===== config.mk =====
export PLATFORM = sky130hd
export DESIGN_NAME = if_fetch_unit
export DESIGN_NICKNAME = d
export VERILOG_FILES = /design/src/rtl/if_fetch_unit.sv
export SDC_FILE = /design/constraint.sdc
export NUM_CORES = 1
export LEC_CHECK = 0
export ABC_AREA = 1
export CORE_UTILIZATION = 45
export DETAILED_ROUTE_END_ITERATION = 16
export GPL_ROUTABILITY_DRIVEN = 0
export PLACE_DENSITY = 0.76
export RECOVER_POWER = 25
export SLEW_MARGIN = 0
export SYNTH_ARGS = -nofsm -noshare
export SYNTH_HDL_FRONTEND = slang
export SYNTH_SLANG_ARGS = --single-unit

===== constraint.sdc =====
create_clock -name clk -period 3 [get_ports clk]
set_clock_uncertainty 0.1 [all_clocks]
set_input_delay 0.3 -clock clk [delete_from_list [all_inputs] [get_ports clk]]
set_output_delay 0.3 -clock clk [all_outputs]
set_load 0.005 [all_outputs]

===== src/rtl/if_fetch_unit.sv =====
// if_fetch_unit: instruction-fetch producer feeding the IF/ID register.
// Owns the PC and keeps at most one instruction-memory request in flight.
// It has a single registered output slot with decode stall backpressure.
// A redirect kills any fetch that is still in flight.
// Optional build macro FETCH_PERF_CNT_EN adds two counter outputs:
// consumed instructions and discarded responses.
module if_fetch_unit #(
    parameter logic [31:0] RESET_PC = 32'h0000_0000
) (
    input  logic        clk,
    input  logic        rst,
    output logic        imem_req_valid_o,
    input  logic        imem_req_ready_i,
    output logic [31:0] imem_addr_o,
    input  logic        imem_rsp_valid_i,
    input  logic [31:0] imem_rsp_data_i,
    output logic [31:0] instrCode,
    output logic [31:0] PC_IF,
    output logic        if_valid_o,
    input  logic        id_stall_i,
    input  logic        redirect_i,
    input  logic [31:0] redirect_pc_i
`ifdef FETCH_PERF_CNT_EN
    ,
    output logic [31:0] perf_fetch_cnt_o,
    output logic [15:0] perf_kill_cnt_o
`endif
);

    typedef enum logic [1:0] {
        IDLE     = 2'd0,
        WAIT_RSP = 2'd1,
        KILL     = 2'd2
    } state_t;

    state_t      r_state;
    state_t      w_state_nxt;
    logic [31:0] r_pc;
    logic [31:0] r_req_pc;
    logic [31:0] r_instr;
    logic [31:0] r_pc_if;
    logic        r_valid;

    logic        w_slot_free;
    logic        w_consume;
    logic        w_req_valid;
    logic        w_req_fire;
    logic        w_rsp_accept;
    logic        w_rsp_drop;

    // Handshake qualifiers and next-state selection
    always_comb begin
        w_slot_free  = !r_valid || !id_stall_i;
        w_consume    = r_valid && !id_stall_i;
        // Gated by rst so the request stays low while reset is held.
        w_req_valid  = rst && (r_state == IDLE) && w_slot_free && !redirect_i;
        w_req_fire   = w_req_valid && imem_req_ready_i;
        w_rsp_accept = (r_state == WAIT_RSP) && imem_rsp_valid_i && !redirect_i;
        w_rsp_drop   = imem_rsp_valid_i &&
                       ((r_state == KILL) || ((r_state == WAIT_RSP) && redirect_i));
        w_state_nxt  = r_state;
        case (r_state)
            IDLE: begin
                if (w_req_fire) begin
                    w_state_nxt = WAIT_RSP;
                end
            end
            WAIT_RSP: begin
                if (imem_rsp_valid_i) begin
                    w_state_nxt = IDLE;
                end else if (redirect_i) begin
                    w_state_nxt = KILL;
                end
            end
            KILL: begin
                if (imem_rsp_valid_i) begin
                    w_state_nxt = IDLE;
                end
            end
            default: w_state_nxt = IDLE;
        endcase
    end

    // State register
    always_ff @(posedge clk or negedge rst) begin
        if (!rst) begin
            r_state <= IDLE;
        end else begin
            r_state <= w_state_nxt;
        end
    end

    // PC, request address capture and IF/ID output slot
    always_ff @(posedge clk or negedge rst) begin
        if (!rst) begin
            r_pc     <= RESET_PC;
            r_req_pc <= '0;
            r_instr  <= '0;
            r_pc_if  <= '0;
            r_valid  <= 1'b0;
        end else begin
            if (w_req_fire) begin
                r_req_pc <= r_pc;
            end
            if (redirect_i) begin
                r_valid <= 1'b0;
                r_pc    <= redirect_pc_i & 32'hFFFF_FFFC;
            end else if (w_rsp_accept) begin
                r_valid <= 1'b1;
                r_instr <= imem_rsp_data_i;
                r_pc_if <= r_req_pc;
                r_pc    <= r_req_pc + 32'd4;
            end else if (w_consume) begin
                r_valid <= 1'b0;
            end
        end
    end

`ifdef FETCH_PERF_CNT_EN
    logic [31:0] r_fetch_cnt;
    logic [15:0] r_kill_cnt;

    // Wrapping counters of consumed instructions and discarded responses
    always_ff @(posedge clk or negedge rst) begin
        if (!rst) begin
            r_fetch_cnt <= '0;
            r_kill_cnt  <= '0;
        end else begin
            if (w_consume) begin
                r_fetch_cnt <= r_fetch_cnt + 32'd1;
            end
            if (w_rsp_drop) begin
                r_kill_cnt <= r_kill_cnt + 16'd1;
            end
        end
    end

    assign perf_fetch_cnt_o = r_fetch_cnt;
    assign perf_kill_cnt_o  = r_kill_cnt;
`endif

    assign imem_req_valid_o = w_req_valid;
    assign imem_addr_o      = r_pc;
    assign instrCode        = r_instr;
    assign PC_IF            = r_pc_if;
    assign if_valid_o       = r_valid;

endmodule


==> flow_summary.json, run 1 <==
{
  "status": "completed",
  "peakVddDrop_v": 0.0003830,
  "first_pass_iters": 4,
  "fmax_mhz": 410.3,
  "dpl.hpwl_mm": 10.54,
  "rsz0062_at_grt": "no",
  "cts_made_buffers": 17,
  "syn_inst": 724,
  "synth.distinct_cells": 38,
  "place_area_sq_um": 7785,
  "intPower_w": 0.004576,
  "syn_area_per_cell_sq_um": 8.366,
  "async_flop_share_pct": 100.0,
  "area_delta_synth_final_pct": 39.64,
  "synth_area_leaders": "dfrtp_1 (54%), nand2_1 (17%), o21ai_0 (4.3%), inv_1 (4.1%), nor2_1 (2.9%)",
  "reg2reg_slack_ns": 1.00,
  "path_cells": "dlygate4sd3_1 > clkbuf_1 > nand3_4 > nor3_4 > clkdlybuf4s50_1",
  "fin_setup_tns_ns": 0,
  "start_util_pct": 45.92,
  "ys_seq_area_share_pct": 54.12,
  "hold_path.class": "in -> reg",
  "hold_path_depth": 3,
  "cp-start-kind": "primary input",
  "grt_overflow": 0,
  "hold_path_end": "instrCode[28]",
  "antenna_found_initial": 0,
  "sequentialPowerShare_pct": 39.8,
  "portBuffers": 165,
  "core_area_sq_um": 13190,
  "dieArea_sq_um": 13930,
  "crit_path_end_kind": "output port",
  "via_count": 5244,
  "drt-total-wl_mm": 15.90,
  "cts_tree": "done",
  "grt_pass1_wl_mm": 25.86,
  "tightest_slew_ns": 0.9418,
  "yosysWarnings": 0,
  "min_period_over_period_pct": 81.24,
  "io_pins": 168,
  "grt_usage_pct": 24.12,
  "root_buffer": "clkbuf_16",
  "wl_per_cell_um": 14.81,
  "max-slew-margin-rel_pct": 37.21,
  "htreeDepth": 4,
  "fillers": 1103,
  "vias_per_cell": 4.883,
  "die_h_um": 118.0,
  "crit_family": "buffers and inverters",
  "slew_viol_final": 0,
  "worstSetupPathType": "in -> out",
  "slowest_delay_ns": 0.53,
  "ys_ff_latch": 131,
  "cts_buffer_depth": 2,
  "cts.repair.resized": 0,
  "synth_top_cell_by_area": "dfrtp_1",
  "remaining_drc_errors": 0,
  "clock_sinks": 131,
  "cpMaxStageDelayCell": "dlygate4sd3_1",
  "crit_required_ns": 2.60,
  "num-nets-final": 956,
  "die_w_um": 118.0,
  "layout-drive-gt1-share_pct": 7.906,
  "period_minus_slack_ns": 2.437,
  "reg2reg_to": "imem_addr_o[20]",
  "path_depth": 5,
  "clk_latency_ns": 0.42,
  "clkPwrFrac_pct": 37.5,
  "fin_area_sq_um": 8458,
  "swShare_pct": 26.37,
  "hold_start": "imem_rsp_data_i[28]",
  "drtAntennaViolNets": 0,
  "cp_data_arrival_time_ns": 2.04,
  "reg2reg_from": "r_req_pc[2]",
  "synthTopCellsByCount": "nand2_1 (276), dfrtp_1 (131), inv_1 (66)",
  "p_comb_share_pct": 22.8,
  "ys.flop_type": "dfrtp_1",
  "fp-row-count": 42,
  "multiInputGateArea_sq_um": 2303,
  "setup_viol_count_final": 0,
  "drt_iter0_drc": 333,
  "reg2reg_depth": 8,
  "synth_edf_count": 0,
  "hold_viol": 0,
  "path_buf_inv": 3,
  "worstPathMaxFanout": 2,
  "clk_transition_reported_paths_ns": 0.06,
  "n_antenna_cell": 0,
  "p_leak_nw": 3.902,
  "seq_area_sq_um": 3278,
  "synth_top_area_share_pct": 54.12,
  "grt_start_max_net_pins": 132,
  "syn_area_sq_um": 6057,
  "p_sw_w": 0.001639,
  "drv_cap": 0,
  "p_per_area_nw_per_um2": 734.9,
  "grt_pass1_vias": 5053,
  "synth_most_common_cell": "nand2_1",
  "synth_fp_nets": 795
}
## routing by layer
metal / vias up / wire length (um) / global-route usage, %
met1: 2466 / 6945 / 30.63
met2: 141 / 7749 / 39.15
li1: 2614 / - / -
met3: 23 / 892 / 6.250
met4: 0 / 315 / 9.856
met5: - / 0 / 0
## cell families (layout without fill, tap and decap cells)
logic type	count (synthesis)	in the layout	share of synthesized area [%]
compound gates	100	100	10.02
xor+xnor	4	4	0.5783
fa+ha+maj	1	1	0.2065
buf+inv	101	275	7.850
flops	131	131	54.12
simple gates	387	387	27.23
## worst max-delay path by stage
stage / endpoint / slack, ns / from
2_1_floorplan: imem_addr_o[20] / 1.46 / r_req_pc[2]
3_3_place_gp: imem_addr_o[23] / 0.51 / redirect_i
3_5_place_dp: imem_addr_o[23] / 0.48 / redirect_i
4_1_cts: imem_req_valid_o / 0.83 / rst
5_1_grt: imem_req_valid_o / 0.54 / rst
6_report: imem_req_valid_o / 0.56 / rst
## registers in the layout (all words and copies together) (netlist names)
name and flops:
imem_addr_o 32, PC_IF 32, r_req_pc 32, if_valid_o 1
r_state 2, instrCode 32
## repair_timing
action / CTS / global route
setup buffers: 0 / 0
hold endpoints to repair: 88 / 0
hold buffers: 1 / 0
## power by group through the flow
stage                     combinational (W)  sequential, W  clock [W]
after floorplan                    0.000529        0.00247          0
final                               0.00141        0.00247    0.00233
after global routing                0.00156        0.00253    0.00244
after CTS                           0.00144        0.00247    0.00235
after detailed placement            0.00142        0.00249          0
after global placement              0.00140        0.00249          0
## cell type report
cell class,instances,area share [%]
sequential,131,38.76
tap,176,2.604
clock buffer,23,5.888
inverter,71,3.225
multi-input combinational,492,27.23
timing repair buffer,172,20.25
clock inverter,9,2.041
## worst register-to-register path, cell delays in order, from the launching register on
cell,delay [ns]
dfrtp_1,0.44
ha_1,0.19
nand2_1,0.10
nor2_2,0.18
nand2_2,0.18
nor2_2,0.27
nand3_1,0.19
nand3_1,0.12
o211ai_1,0.11
## per-stage QoR
| stage | power, W | util (%) | worst slack [ns] | instances | hold WS, ns |
|---|---|---|---|---|---|
| 3_5_place_dp | 0.003912 | 59.02 | 0.4820 | 1041 | 0.3637 |
| 2_1_floorplan | 0.003001 | - | 1.464 | 724 | -0.09559 |
| 6_report | 0.006216 | 64.12 | 0.5628 | 1074 | 0.3101 |
| 3_3_place_gp | 0.003882 | 59.02 | 0.5083 | 1041 | 0.3613 |
| 5_1_grt | 0.006529 | 64.12 | 0.5351 | 1074 | 0.3183 |
| 4_1_cts | 0.006258 | 64.18 | 0.8286 | 1074 | 0.3024 |
## cells in the final DEF (no fill, tap or decap), types with 2 or more instances in the layout
| cell | n |
|---|---|
| o21ai_0 | 52 |
| nand2_1 | 276 |
| bufinv_16 | 5 |
| o21ai_2 | 15 |
| a31oi_1 | 3 |
| nor2_1 | 46 |
| nand3b_1 | 7 |
| clkbuf_8 | 5 |
| dfrtp_1 | 131 |
| nand3_1 | 26 |
| nand2_2 | 3 |
| clkinv_2 | 4 |
| inv_2 | 3 |
| o21bai_1 | 4 |
| clkbuf_16 | 17 |
| o221ai_1 | 2 |
| nor2_4 | 4 |
| xor2_1 | 4 |
| nand4_1 | 13 |
| buf_4 | 5 |
| o21a_1 | 3 |
| inv_1 | 66 |
| o22ai_1 | 3 |
| clkbuf_1 | 2 |
| nor2_2 | 2 |
| clkdlybuf4s50_1 | 164 |
| o21ai_1 | 10 |
| o211ai_1 | 7 |
| nand3_4 | 2 |
Note: power is estimated with default switching activity, not from simulation.
==> run 2: changes to the inputs <==
==> constraint.sdc (replaced) <==
create_clock -name clk -period 2.5 [get_ports clk]
set_clock_uncertainty 0.1 [all_clocks]
set_input_delay 0.25 -clock clk [delete_from_list [all_inputs] [get_ports clk]]
set_output_delay 0.25 -clock clk [all_outputs]
set_load 0.005 [all_outputs]
==> flow_summary.json, run 2 (synthesis results as in run 1) <==
{
  "status": "completed",
  "fin_setup_tns_ns": 0,
  "fp-row-count": 42,
  "peakVddDrop_v": 0.0004617,
  "clock_sinks": 131,
  "drtAntennaViolNets": 0,
  "tightest_slew_ns": 0.7224,
  "num-nets-final": 959,
  "path_cells": "dlygate4sd3_1 > buf_6 > nand3_4 > nor3_4 > clkdlybuf4s50_1",
  "clk_transition_reported_paths_ns": 0.05,
  "htreeDepth": 4,
  "dpl.hpwl_mm": 10.81,
  "dieArea_sq_um": 13930,
  "cpMaxStageDelayCell": "dlygate4sd3_1",
  "cts_made_buffers": 17,
  "drt-total-wl_mm": 15.82,
  "drv_cap": 0,
  "grt_use_met1_pct": 31.36,
  "drt_iter0_drc": 334,
  "grt.met2_usage_pct": 38.53,
  "cp-start-kind": "primary input",
  "hold_path.class": "in -> reg",
  "rsz0062_at_grt": "no",
  "clk_latency_ns": 0.41,
  "wl_per_cell_um": 14.71,
  "io_pins": 168,
  "post_cts_buffers": 0,
  "worstSetupPathType": "in -> out",
  "first_pass_iters": 5,
  "p_per_area_nw_per_um2": 821.2,
  "p_leak_nw": 3.876,
  "hold_viol": 0,
  "min_period_over_period_pct": 82.76,
  "crit_required_ns": 2.15,
  "busiest_layer": "met2",
  "layout-drive-gt1-share_pct": 7.898,
  "die_h_um": 118.0,
  "root_buffer": "clkbuf_16",
  "period_minus_slack_ns": 2.069,
  "cts_tree": "done",
  "area_delta_synth_final_pct": 38.30,
  "grt_pass1_wl_mm": 26.34,
  "crit_path_end_kind": "output port",
  "portBuffers": 165,
  "grt_overflow": 0,
  "setup_viol_count_final": 0,
  "cp_data_arrival_time_ns": 1.72,
  "max-slew-margin-rel_pct": 51.84,
  "slowest_delay_ns": 0.54,
  "vias_per_cell": 4.940,
  "slew_viol_final": 0,
  "grt_start_max_net_pins": 132,
  "antenna_found_initial": 0,
  "grt_pass1_vias": 5276,
  "place_area_sq_um": 7845,
  "cts.repair.resized": 0,
  "n_antenna_cell": 0,
  "worstPathMaxFanout": 2,
  "grt_usage_pct": 24.15,
  "final_common_cell": "nand2_1",
  "via_count": 5311,
  "remaining_drc_errors": 0,
  "start_util_pct": 45.92,
  "cts_buffer_depth": 2,
  "final_cell_mix": "nand2_1 (276), clkdlybuf4s50_1 (164), dfrtp_1 (131)",
  "fin_area_sq_um": 8377,
  "use_met3_pct": 5.766,
  "hold_buffers": 1,
  "fmax_mhz": 483.3,
  "die_w_um": 118.0,
  "core_area_sq_um": 13190
}
-- run 2: cell types whose count changed in the layout (fill, tap and decap cells not counted) --
cell,before,now
buf_12,1,4
buf_6,0,1
bufinv_16,5,0
clkbuf_1,2,3
clkbuf_8,5,4
clkinv_2,4,7
clkinvlp_4,1,0
-- run 2: layout make-up --
class / count / area (sq um)
Clock buffer: 24 / 491.7
Clock inverter: 6 / 30.03
Fill cell: 1133 / 4813
Inverter: 71 / 272.8
Multi-Input combinational cell: 492 / 2303
Sequential cell: 131 / 3278
Tap cell: 176 / 220.2
Timing Repair Buffer: 175 / 1780
-- run 2: power by group --
group / switching, W / internal (W) / total, W / leakage, nW
clock: 0.000849 / 0.00135 / 0.00220 / 0.265
sequential: 0.000373 / 0.00260 / 0.00298 / 1.66
combinational: 0.000703 / 0.00100 / 0.00170 / 1.95
-- run 2: worst max-delay path: cells and delay by family --
kind	cells	cell delay (ns)
buf+inv	3	1.21
simple gates	2	0.24
-- run 2: metal layers --
layer	up-vias	part of all wire (%)
li1	2617	-
met1	2507	43
met2	159	48
met3	28	5.8
met4	0	3.0
met5	-	0
-- run 2: path summary, 6_finish.rpt --
path / from / to / slack [ns] / depth (start not counted)
worst max-delay path: rst / imem_req_valid_o / 0.43 / 5
worst min-delay path: imem_rsp_data_i[29] / instrCode[29] / 0.26 / 3
worst max register to register: r_req_pc[2] / imem_addr_o[20] / 0.52 / 8
worst min register to register: instrCode[27] / instrCode[27] / 0.38 / 2
max in group asynchronous: rst / PC_IF[31] / 1.30 / 3
min in group asynchronous: rst / PC_IF[9] / 0.43 / 3
-- run 2: through the flow --
stage	total power [W]	hold WS [ns]	cells	util (%)	worst slack, ns
6_report	0.006879	0.2644	1075	63.51	0.4311
5_1_grt	0.007262	0.2721	1075	63.51	0.3621
4_1_cts	0.006944	0.2553	1075	63.51	0.4272
3_5_place_dp	0.004709	0.3638	1044	59.48	0.2344
3_3_place_gp	0.004672	0.3605	1044	59.48	0.2550
2_1_floorplan	0.003601	-0.1456	724	-	0.9637
==> run 3: changes to the inputs <==
--- a/config.mk
+++ b/config.mk
@@ -6,10 +6,10 @@
 export NUM_CORES = 1
 export LEC_CHECK = 0
 export ABC_AREA = 1
-export CORE_UTILIZATION = 45
+export CORE_UTILIZATION = 44
 export DETAILED_ROUTE_END_ITERATION = 16
 export GPL_ROUTABILITY_DRIVEN = 0
-export PLACE_DENSITY = 0.76
+export PLACE_DENSITY = 0.77
 export RECOVER_POWER = 25
 export SLEW_MARGIN = 0
 export SYNTH_ARGS = -nofsm -noshare
==> constraint.sdc (replaced) <==
create_clock -name clk -period 1.8 [get_ports clk]
set_clock_uncertainty 0.1 [all_clocks]
set_input_delay 0.18 -clock clk [delete_from_list [all_inputs] [get_ports clk]]
set_output_delay 0.18 -clock clk [all_outputs]
set_load 0.005 [all_outputs]
==> flow_summary.json, run 3 (synthesis results as in run 1) <==
{
  "clk_transition_reported_paths_ns": 0.06,
  "start_util_pct": 45.38,
  "cts_made_buffers": 17,
  "cp-start-kind": "flip-flop",
  "via_count": 5422,
  "drt_iter0_drc": 378,
  "post_cts_buffers": 0,
  "crit_required_ns": 2.00,
  "cpMaxStageDelayCell": "dfrtp_1",
  "worstPathMaxFanout": 3,
  "slowest_delay_ns": 0.38,
  "io_pins": 168,
  "multiInputGateArea_sq_um": 2333,
  "seq_area_sq_um": 3278,
  "final_cell_mix": "nand2_1 (274), clkdlybuf4s50_1 (163), dfrtp_1 (131)",
  "sequentialPowerShare_pct": 39.1,
  "antenna_found_initial": 0,
  "fillers": 1080,
  "grt_pass1_vias": 5381,
  "max-slew-margin-rel_pct": 22.18,
  "clock_sinks": 131,
  "min_period_over_period_pct": 93.20,
  "cts_tree": "done",
  "n_antenna_cell": 0,
  "intPower_w": 0.007749,
  "worstSetupPathType": "reg -> reg",
  "drv_cap": 0,
  "portBuffers": 165,
  "p_sw_w": 0.002795,
  "dpl.hpwl_mm": 11.25,
  "remaining_drc_errors": 0,
  "wl_per_cell_um": 14.96,
  "hold_viol": 0,
  "cts_buffer_depth": 2,
  "post-route-util_pct": 65.83,
  "p_per_area_nw_per_um2": 1200,
  "grt_overflow": 0,
  "die_h_um": 119.3,
  "final_common_cell": "nand2_1",
  "num-nets-final": 982,
  "core_area_sq_um": 13350,
  "fmax_mhz": 596.1,
  "tightest_slew_ns": 1.167,
  "drtAntennaViolNets": 0,
  "root_buffer": "clkbuf_16",
  "drt-total-wl_mm": 16.46,
  "fp-row-count": 42,
  "layout-drive-gt1-share_pct": 11.36,
  "grt_start_max_net_pins": 132,
  "swShare_pct": 26.51,
  "peakVddDrop_v": 0.0006398,
  "p_comb_share_pct": 23.1,
  "crit_path_end_kind": "flip-flop",
  "grt_usage_pct": 24.71,
  "finalPower_w": 0.01054,
  "clkPwrFrac_pct": 37.8,
  "setup_viol_count_final": 0,
  "p_leak_nw": 4.087,
  "clk_latency_ns": 0.42,
  "htreeDepth": 4,
  "slew_viol_final": 0,
  "grt_pass1_wl_mm": 27.19,
  "hold_path.class": "in -> reg",
  "path_cells": "ha_2 > nand2_2 > nor2_4 > nand2_1 > nor2_2 > buf_4 > xor2_1 > o21bai_1",
  "cp_data_arrival_time_ns": 1.88,
  "dieArea_sq_um": 14240,
  "rsz0062_at_grt": "yes",
  "first_pass_iters": 6,
  "die_w_um": 119.3,
  "area_delta_synth_final_pct": 45.07,
  "vias_per_cell": 4.929,
  "status": "completed",
  "period_minus_slack_ns": 1.678
}
run 3: cell types whose count changed in the layout (fill, tap and decap cells not counted), moves of 2 or more:
cell       previous run  this run
nor2_1               46        43
clkbuf_8              4         7
buf_4                 5        24
nor2_4                4         6
clkbuf_1              3         0
buf_12                4         7
clkinv_2              7         3
nand2_1             276       274
bufinv_16             0         5
run 3: power by group through the flow:
stage / logic [W] / registers, W / clock network [W]
2_1_floorplan: 0.000881 / 0.00412 / 0
3_3_place_gp: 0.00238 / 0.00413 / 0
3_5_place_dp: 0.00243 / 0.00414 / 0
4_1_cts: 0.00246 / 0.00411 / 0.00405
5_1_grt: 0.00270 / 0.00421 / 0.00416
6_report: 0.00243 / 0.00412 / 0.00399
run 3: stage by stage:
step                instances  hold slack [ns]   TNS (ns)  setup WS, ns  instance area, sq um
floorplan                 724          -0.2156          0        0.2637                  6057
global placement         1067           0.3003    -0.2806      -0.03893                  8068
detailed placement       1067           0.2979    -0.8306      -0.04268                  8068
CTS                      1100           0.1777          0       0.03547                  8768
global route             1100           0.1912  -0.008679     -0.008679                  8787
finish                   1100           0.1892          0        0.1224                  8787
run 3: area by class of cell:
class                           count  area share, %
Inverter                           71          3.104
Clock inverter                      8          1.908
Tap cell                          176          2.506
Clock buffer                       24          5.938
Sequential cell                   131          37.31
Multi-Input combinational cell    492          26.56
Timing Repair Buffer              198          22.68
run 3: final timing paths:
kind	start	end	slack (ns)	cells after the start
worst max register to register	r_req_pc[3]	imem_addr_o[16]	0.12	8
max in group asynchronous	rst	imem_addr_o[7]	0.26	3
worst min register to register	instrCode[25]	instrCode[25]	0.37	2
min in group asynchronous	rst	instrCode[0]	0.57	3
worst min-delay path	imem_rsp_data_i[28]	instrCode[28]	0.19	3
worst max-delay path	r_req_pc[3]	imem_addr_o[16]	0.12	8
run 3: critical path: cells and delay by family, from the launching register on:
kind	cells	cell delay [ns]
flip-flops	1	0.38
buffers and inverters	1	0.13
adder cells (fa/ha/maj)	1	0.21
AND/OR/NAND/NOR	4	0.51
XOR/XNOR	1	0.14
AO/OA/AOI/OAI	1	0.08
run 3: layer usage:
layer | GRT usage (%) | vias up | part of all wire, %
met3 | 5.268 | 33 | 5.6
met5 | 0 | - | 0
li1 | - | 2672 | -
met2 | 38.92 | 191 | 48
met4 | 10.39 | 0 | 2.3
met1 | 33.07 | 2526 | 44
run 3: repair_timing:
action | in CTS | in global routing
endpoints found under the setup margin | 1 | 7
hold buffers | 1 | 0
pin swaps | 0 | 2
endpoints found under the hold margin | 131 | 0
resized for setup | 2 | 8
